File: src/rtl/sap_slave_regfile.sv
// SAP slave responder: 128-bit register file (CTRL, STATUS, CFG...) behind the address/write/read beat protocol.
// Beat acks and read data arrive one cycle after acceptance; at most one beat is accepted every other cycle.
module sap_slave_regfile #(
  parameter logic [63:0]  BASE_ADDR = 64'h0,
  parameter int           NUM_REGS  = 8,
  parameter logic [127:0] BAD_DATA  = 128'hDEADBEEF
) (
  input  logic                       sap_clk,
  input  logic                       sap_rst,
  input  logic [63:0]                slave_address,
  input  logic [3:0]                 slave_transaction_id,
  input  logic                       slave_address_valid,
  output logic                       slave_address_ack,
  input  logic [3:0]                 slave_wrreq,
  output logic                       slave_wrack,
  input  logic [15:0]                slave_be,
  input  logic [127:0]               slave_datain,
  input  logic [3:0]                 slave_rdreq,
  output logic                       slave_rdack,
  output logic [127:0]               slave_dataout,
  output logic [3:0]                 active_tag,
  output logic                       core_start,
  input  logic [127:0]               core_status,
  output logic [(NUM_REGS-2)*128-1:0] cfg_regs
);

  localparam int IW   = $clog2(NUM_REGS + 1);
  localparam int NCFG = NUM_REGS - 2;

  typedef enum logic [1:0] {IDLE, ACK, ACTIVE} state_t;

  state_t                     state_q, state_d;
  logic [IW-1:0]              idx_q, idx_inc, start_idx;
  logic [63:0]                offset, word_idx;
  logic [127:0]               ctrl_q, rd_data;
  logic [NCFG-1:0][127:0]     cfg_q;
  logic                       beat_ok, wr_acc, rd_acc, addr_take;

  function automatic logic [127:0] byte_merge(input logic [127:0] old,
                                              input logic [127:0] din,
                                              input logic [15:0]  be);
    logic [127:0] r;
    r = old;
    for (int b = 0; b < 16; b++)
      if (be[b]) r[8*b +: 8] = din[8*b +: 8];
    return r;
  endfunction

  always_comb begin
    state_d = state_q;
    case (state_q)
      IDLE:    if (slave_address_valid) state_d = ACK;
      ACK:     state_d = ACTIVE;
      ACTIVE:  if (slave_address_valid) state_d = ACK;
      default: state_d = IDLE;
    endcase
  end

  assign slave_address_ack = (state_q == ACK);
  assign addr_take         = (state_d == ACK) && (state_q != ACK);

  // Anything below the base or past the last register parks on the saturated index.
  always_comb begin
    offset   = slave_address - BASE_ADDR;
    word_idx = offset >> 4;
    if (slave_address < BASE_ADDR || word_idx >= 64'(NUM_REGS))
      start_idx = IW'(NUM_REGS);
    else
      start_idx = word_idx[IW-1:0];
  end

  assign idx_inc = (idx_q == IW'(NUM_REGS)) ? idx_q : idx_q + IW'(1);
  assign beat_ok = (state_q == ACTIVE) && !slave_address_valid && !slave_wrack && !slave_rdack;
  assign wr_acc  = beat_ok && (slave_wrreq != 4'd0);
  assign rd_acc  = beat_ok && (slave_wrreq == 4'd0) && (slave_rdreq != 4'd0);

  always_comb begin
    rd_data = BAD_DATA;
    if (idx_q == IW'(0))      rd_data = ctrl_q;
    else if (idx_q == IW'(1)) rd_data = core_status;
    for (int i = 0; i < NCFG; i++)
      if (idx_q == IW'(i + 2)) rd_data = cfg_q[i];
  end

  always_ff @(posedge sap_clk or negedge sap_rst) begin
    if (!sap_rst) begin
      state_q       <= IDLE;
      idx_q         <= '0;
      active_tag    <= '0;
      ctrl_q        <= '0;
      cfg_q         <= '0;
      slave_wrack   <= 1'b0;
      slave_rdack   <= 1'b0;
      slave_dataout <= '0;
      core_start    <= 1'b0;
    end else begin
      state_q       <= state_d;
      slave_wrack   <= wr_acc;
      slave_rdack   <= rd_acc;
      slave_dataout <= rd_acc ? rd_data : 128'd0;
      core_start    <= 1'b0;
      if (addr_take) begin
        idx_q      <= start_idx;
        active_tag <= slave_transaction_id;
      end
      if (wr_acc) begin
        // CTRL bit 0 is never stored: it only fires the start pulse.
        if (idx_q == IW'(0)) begin
          ctrl_q     <= byte_merge(ctrl_q, slave_datain, slave_be) & ~128'h1;
          core_start <= slave_be[0] & slave_datain[0];
        end
        for (int i = 0; i < NCFG; i++)
          if (idx_q == IW'(i + 2)) cfg_q[i] <= byte_merge(cfg_q[i], slave_datain, slave_be);
        // A read queued alongside this write belongs to the same beat, so the index holds until it is served.
        if (slave_rdreq == 4'd0) idx_q <= idx_inc;
      end
      if (rd_acc) idx_q <= idx_inc;
    end
  end

  assign cfg_regs = cfg_q;

endmodule

File: config.mk
export PLATFORM = sky130hd
export DESIGN_NAME = sap_slave_regfile
export DESIGN_NICKNAME = d
export VERILOG_FILES = /design/src/rtl/sap_slave_regfile.sv
export SDC_FILE = /design/constraint.sdc
export NUM_CORES = 2
export LEC_CHECK = 0
export BUFFER_PORTS_ARGS = -buffer_cell sky130_fd_sc_hd__buf_4
export CORE_AREA = 5 5 489 491
export CTS_CLUSTER_SIZE = 14
export DETAILED_ROUTE_END_ITERATION = 10
export DIE_AREA = 0 0 494 496
export MAX_ROUTING_LAYER = met4
export PLACE_DENSITY = 0.38
export RECOVER_POWER = 50
export SETUP_SLACK_MARGIN = 0.15
export SKIP_LAST_GASP = 1
export SLEW_MARGIN = 20
export SYNTH_ARGS = -nofsm -noshare
export SYNTH_HDL_FRONTEND = slang
export SYNTH_SLANG_ARGS = --single-unit
File: constraint.sdc
create_clock -name sap_clk -period 4.2 [get_ports sap_clk]
set_input_delay 0.84 -clock sap_clk [delete_from_list [all_inputs] [get_ports sap_clk]]
set_output_delay 0.84 -clock sap_clk [all_outputs]
set_load 0.01 [all_outputs]
==> impl_metrics.env <==
export IMPL_synth_xor_area_share_pct=0.0190
export IMPL_ys_types=54
export IMPL_clkTransAtPathRegs_ps=60
export IMPL_yosys_warnings=0
export IMPL_outcome="complete, but fails checks"
export IMPL_placedInstanceArea_um2=60100
export IMPL_antenna_found_initial=56
export IMPL_drc=0
export IMPL_ys_seq_area_share_pct=56.3
export IMPL_power_density_nw_per_um2=363
export IMPL_required_ps=4920
export IMPL_die_x_um=494
export IMPL_fin_crit_ps=3290
export IMPL_cp_top_family="buffers and inverters"
export IMPL_antenna_left=0
export IMPL_min_path_type="in -> reg"
export IMPL_cts_htree_levels=4
export IMPL_synth_fp_nets=3876
export IMPL_viasPerCell=4.82
export IMPL_cts_buffers=135
export IMPL_clock_sink_count=1036
export IMPL_maxCapViolCount=2
export IMPL_initial_utilization_pct=19.7
export IMPL_synth_edf_count=0
export IMPL_num_vias=39100
export IMPL_wl_mm=282
export IMPL_fmax_ghz=0.304
export IMPL_area_growth_pct=36.6
export IMPL_die_area_um2=245000
export IMPL_grt_pass1_vias=40200
export IMPL_maxSlewHeadroom_pct=-66.5
export IMPL_insertion_delay_ps=800
export IMPL_finalNetCount=5158
export IMPL_post_cts_buffers=0
export IMPL_synth_flop_cell="dfrtp_1"
export IMPL_core_um2=234000
export IMPL_hpwl_mm=206
export IMPL_p_leak_nw=30.1
export IMPL_vdd_ir_drop_worst_mv=0.333
export IMPL_synth_area_per_cell_um2=13.1
export IMPL_cts_root_buf="clkbuf_16"
export IMPL_numPortBuffers=1250
export IMPL_grt_usage_pct=22.8
export IMPL_setup_viol=0
export IMPL_grt_max_degree=118
export IMPL_synth_seq_cells=1036
export IMPL_finalInstanceArea_um2=62900
export IMPL_synth_top_family_by_area="multiplexers"
export IMPL_critPathBufInv=2
export IMPL_rsz0062_at_grt="false"
export IMPL_cts_tree="built"
export IMPL_grt_pass1_wl_mm=376
export IMPL_synthAdderAreaFrac_pct=0.109
export IMPL_gr_total_overflow=0
export IMPL_finClkSkew_ps=34.4
export IMPL_synth_top_cell_area_share_pct=56.3
export IMPL_yosysTopAreaCell="dfrtp_1"
export IMPL_critPathSlowestCell="clkbuf_2"
export IMPL_io_pins=1255
export IMPL_routabilityCongestion=0.854
export IMPL_worst_pin_slew_ps=2500
export IMPL_setup_tns_ps=0
export IMPL_routedWlPerCell_um=34.9
export IMPL_synth_compound_area_share_pct=13.3
export IMPL_num_rows=178
export IMPL_post_route_period_util_pct=78.4
export IMPL_ys_async_sr_fraction_pct=100
export IMPL_synthTopCellsByArea="dfrtp_1, mux2_2, a221oi_1"
export IMPL_crit_arrival_ps=4010
export IMPL_cts_hold_buffers=0
export IMPL_muxShareOfSynthArea_pct=22.0
export IMPL_path_cells="clkbuf_2 -> clkbuf_4"
export IMPL_clock_path_buffers=3
export IMPL_worstSetupEndpointType="async pin"
export IMPL_cts_repair_resized=0
export IMPL_drt_pass1_iterations=6
export IMPL_synthSimpleGateAreaFrac_pct=6.01
export IMPL_critPathMaxFanout=80
export IMPL_syn_area_um2=46100
export IMPL_critical_path_class="in -> async"
export IMPL_slew_violations=68
export IMPL_die_h_um=496
export IMPL_drive_gt1_share_pct=44.0
export IMPL_drtIter0Drc=2730
export IMPL_syn_inst=3521
export IMPL_hold_viol=0
export IMPL_cp_start_kind="primary input"
export IMPL_slowest_delay_ps=1620
export IMPL_violations="capacitance limit, slew limit"
power by group:
part           leakage, nW  internal [W]  switching [W]
clock network         2.18       0.00694        0.00498
registers             14.4        0.0100      0.0000328
logic                 13.5      0.000319       0.000558
per-layer routing:
| layer | up-vias | track usage [%] | share of wire, % |
|---|---|---|---|
| li1 | 16200 | - | - |
| met3 | 320 | 7.61 | 8.7 |
| met4 | 0 | 6.82 | 3.0 |
| met2 | 1714 | 36.5 | 48 |
| met1 | 20800 | 27.1 | 41 |
| met5 | - | - | 0 |
layout make-up:
cell class,instances,area (um2)
tap,3150,3940
timing repair buffer,1391,9200
sequential,1036,25900
multi-input combinational,2231,19200
clock inverter,38,508
fill,24900,171000
antenna,48,120
inverter,8,35.0
clock buffer,202,3970
metrics by stage:
step	utilization (%)	power [W]	instances	hold WS [ps]	worst slack, ps
detailed placement	25.6	0.0112	7816	489	407
finish	26.9	0.0229	8104	276	905
global placement	25.6	0.0112	7816	476	432
global route	26.8	0.0236	8092	215	501
CTS	27.6	0.0232	8056	46.5	826
floorplan	-	0.0104	3521	465	1450
cell usage after synthesis, drive strengths merged, types with 15 or more instances:
cell    instances
mux2          899
a211oi         23
o22ai         126
buf            59
nor4           15
a221oi        127
and3          105
nor2          141
nand2          29
dfrtp        1036
o221ai        103
o32a           22
a21oi         212
clkbuf        187
nand3         101
o21ai         154
a22oi         103
o221a          22
final timing paths:
path | start | cells past startpoint | slack [ps] | end
worst max-delay path | sap_rst | 2 | 910 | ctrl_q[95]$_DFFE_PN0P_
worst min register to register | ctrl_q[7]$_DFFE_PN0P_ | 1 | 490 | ctrl_q[7]$_DFFE_PN0P_
worst max register to register | state_q[0]$_DFF_PN0_ | 6 | 940 | ctrl_q[117]$_DFFE_PN0P_
max in group sap_clk | state_q[0]$_DFF_PN0_ | 6 | 940 | ctrl_q[117]$_DFFE_PN0P_
min in group asynchronous | sap_rst | 1 | 820 | ctrl_q[8]$_DFFE_PN0P_
worst min-delay path | slave_transaction_id[3] | 2 | 280 | active_tag[3]$_DFFE_PN0P_
cell families after synthesis:
family                   count (synthesis)
adder cells (fa/ha/maj)                  4
multiplexers                           901
buffers and inverters                  254
XOR/XNOR                                 1
AO/OA/AOI/OAI                          903
flip-flops                            1036
AND/OR/NAND/NOR                        422
cell usage in the layout (no fill, tap or decap), drive strengths merged, types with 2 or more instances in the layout:
| cell type | n |
|---|---|
| or3b | 2 |
| clkbuf | 661 |
| diode | 48 |
| buf | 932 |
| nand3 | 101 |
| or4b | 2 |
| clkinv | 22 |
| mux2i | 2 |
| o211ai | 3 |
| a22oi | 103 |
| nor3 | 4 |
| nand2b | 2 |
| nor2b | 6 |
| nor2 | 141 |
| o22ai | 126 |
| o221ai | 103 |
| and2 | 5 |
| nand2 | 29 |
| a221oi | 127 |
| or3 | 3 |
| nor4 | 15 |
| a211oi | 23 |
| a221o | 3 |
| and3 | 105 |
| a21oi | 212 |
| inv | 13 |
| o32a | 22 |
| ha | 4 |
| mux2 | 899 |
| dfrtp | 1036 |
| o221a | 22 |
| bufinv | 6 |
| o21ai | 154 |
| nand4 | 4 |
| clkinvlp | 5 |
flip-flops by register name, indices dropped and copies added, names as in the netlist:
register,cells
state_q,2
ctrl_q,127
core_start,1
idx_q,4
active_tag,4
cfg_regs,768
slave_dataout,128
slave_wrack,1
slave_rdack,1
Note: power is estimated with default switching activity, not from simulation.
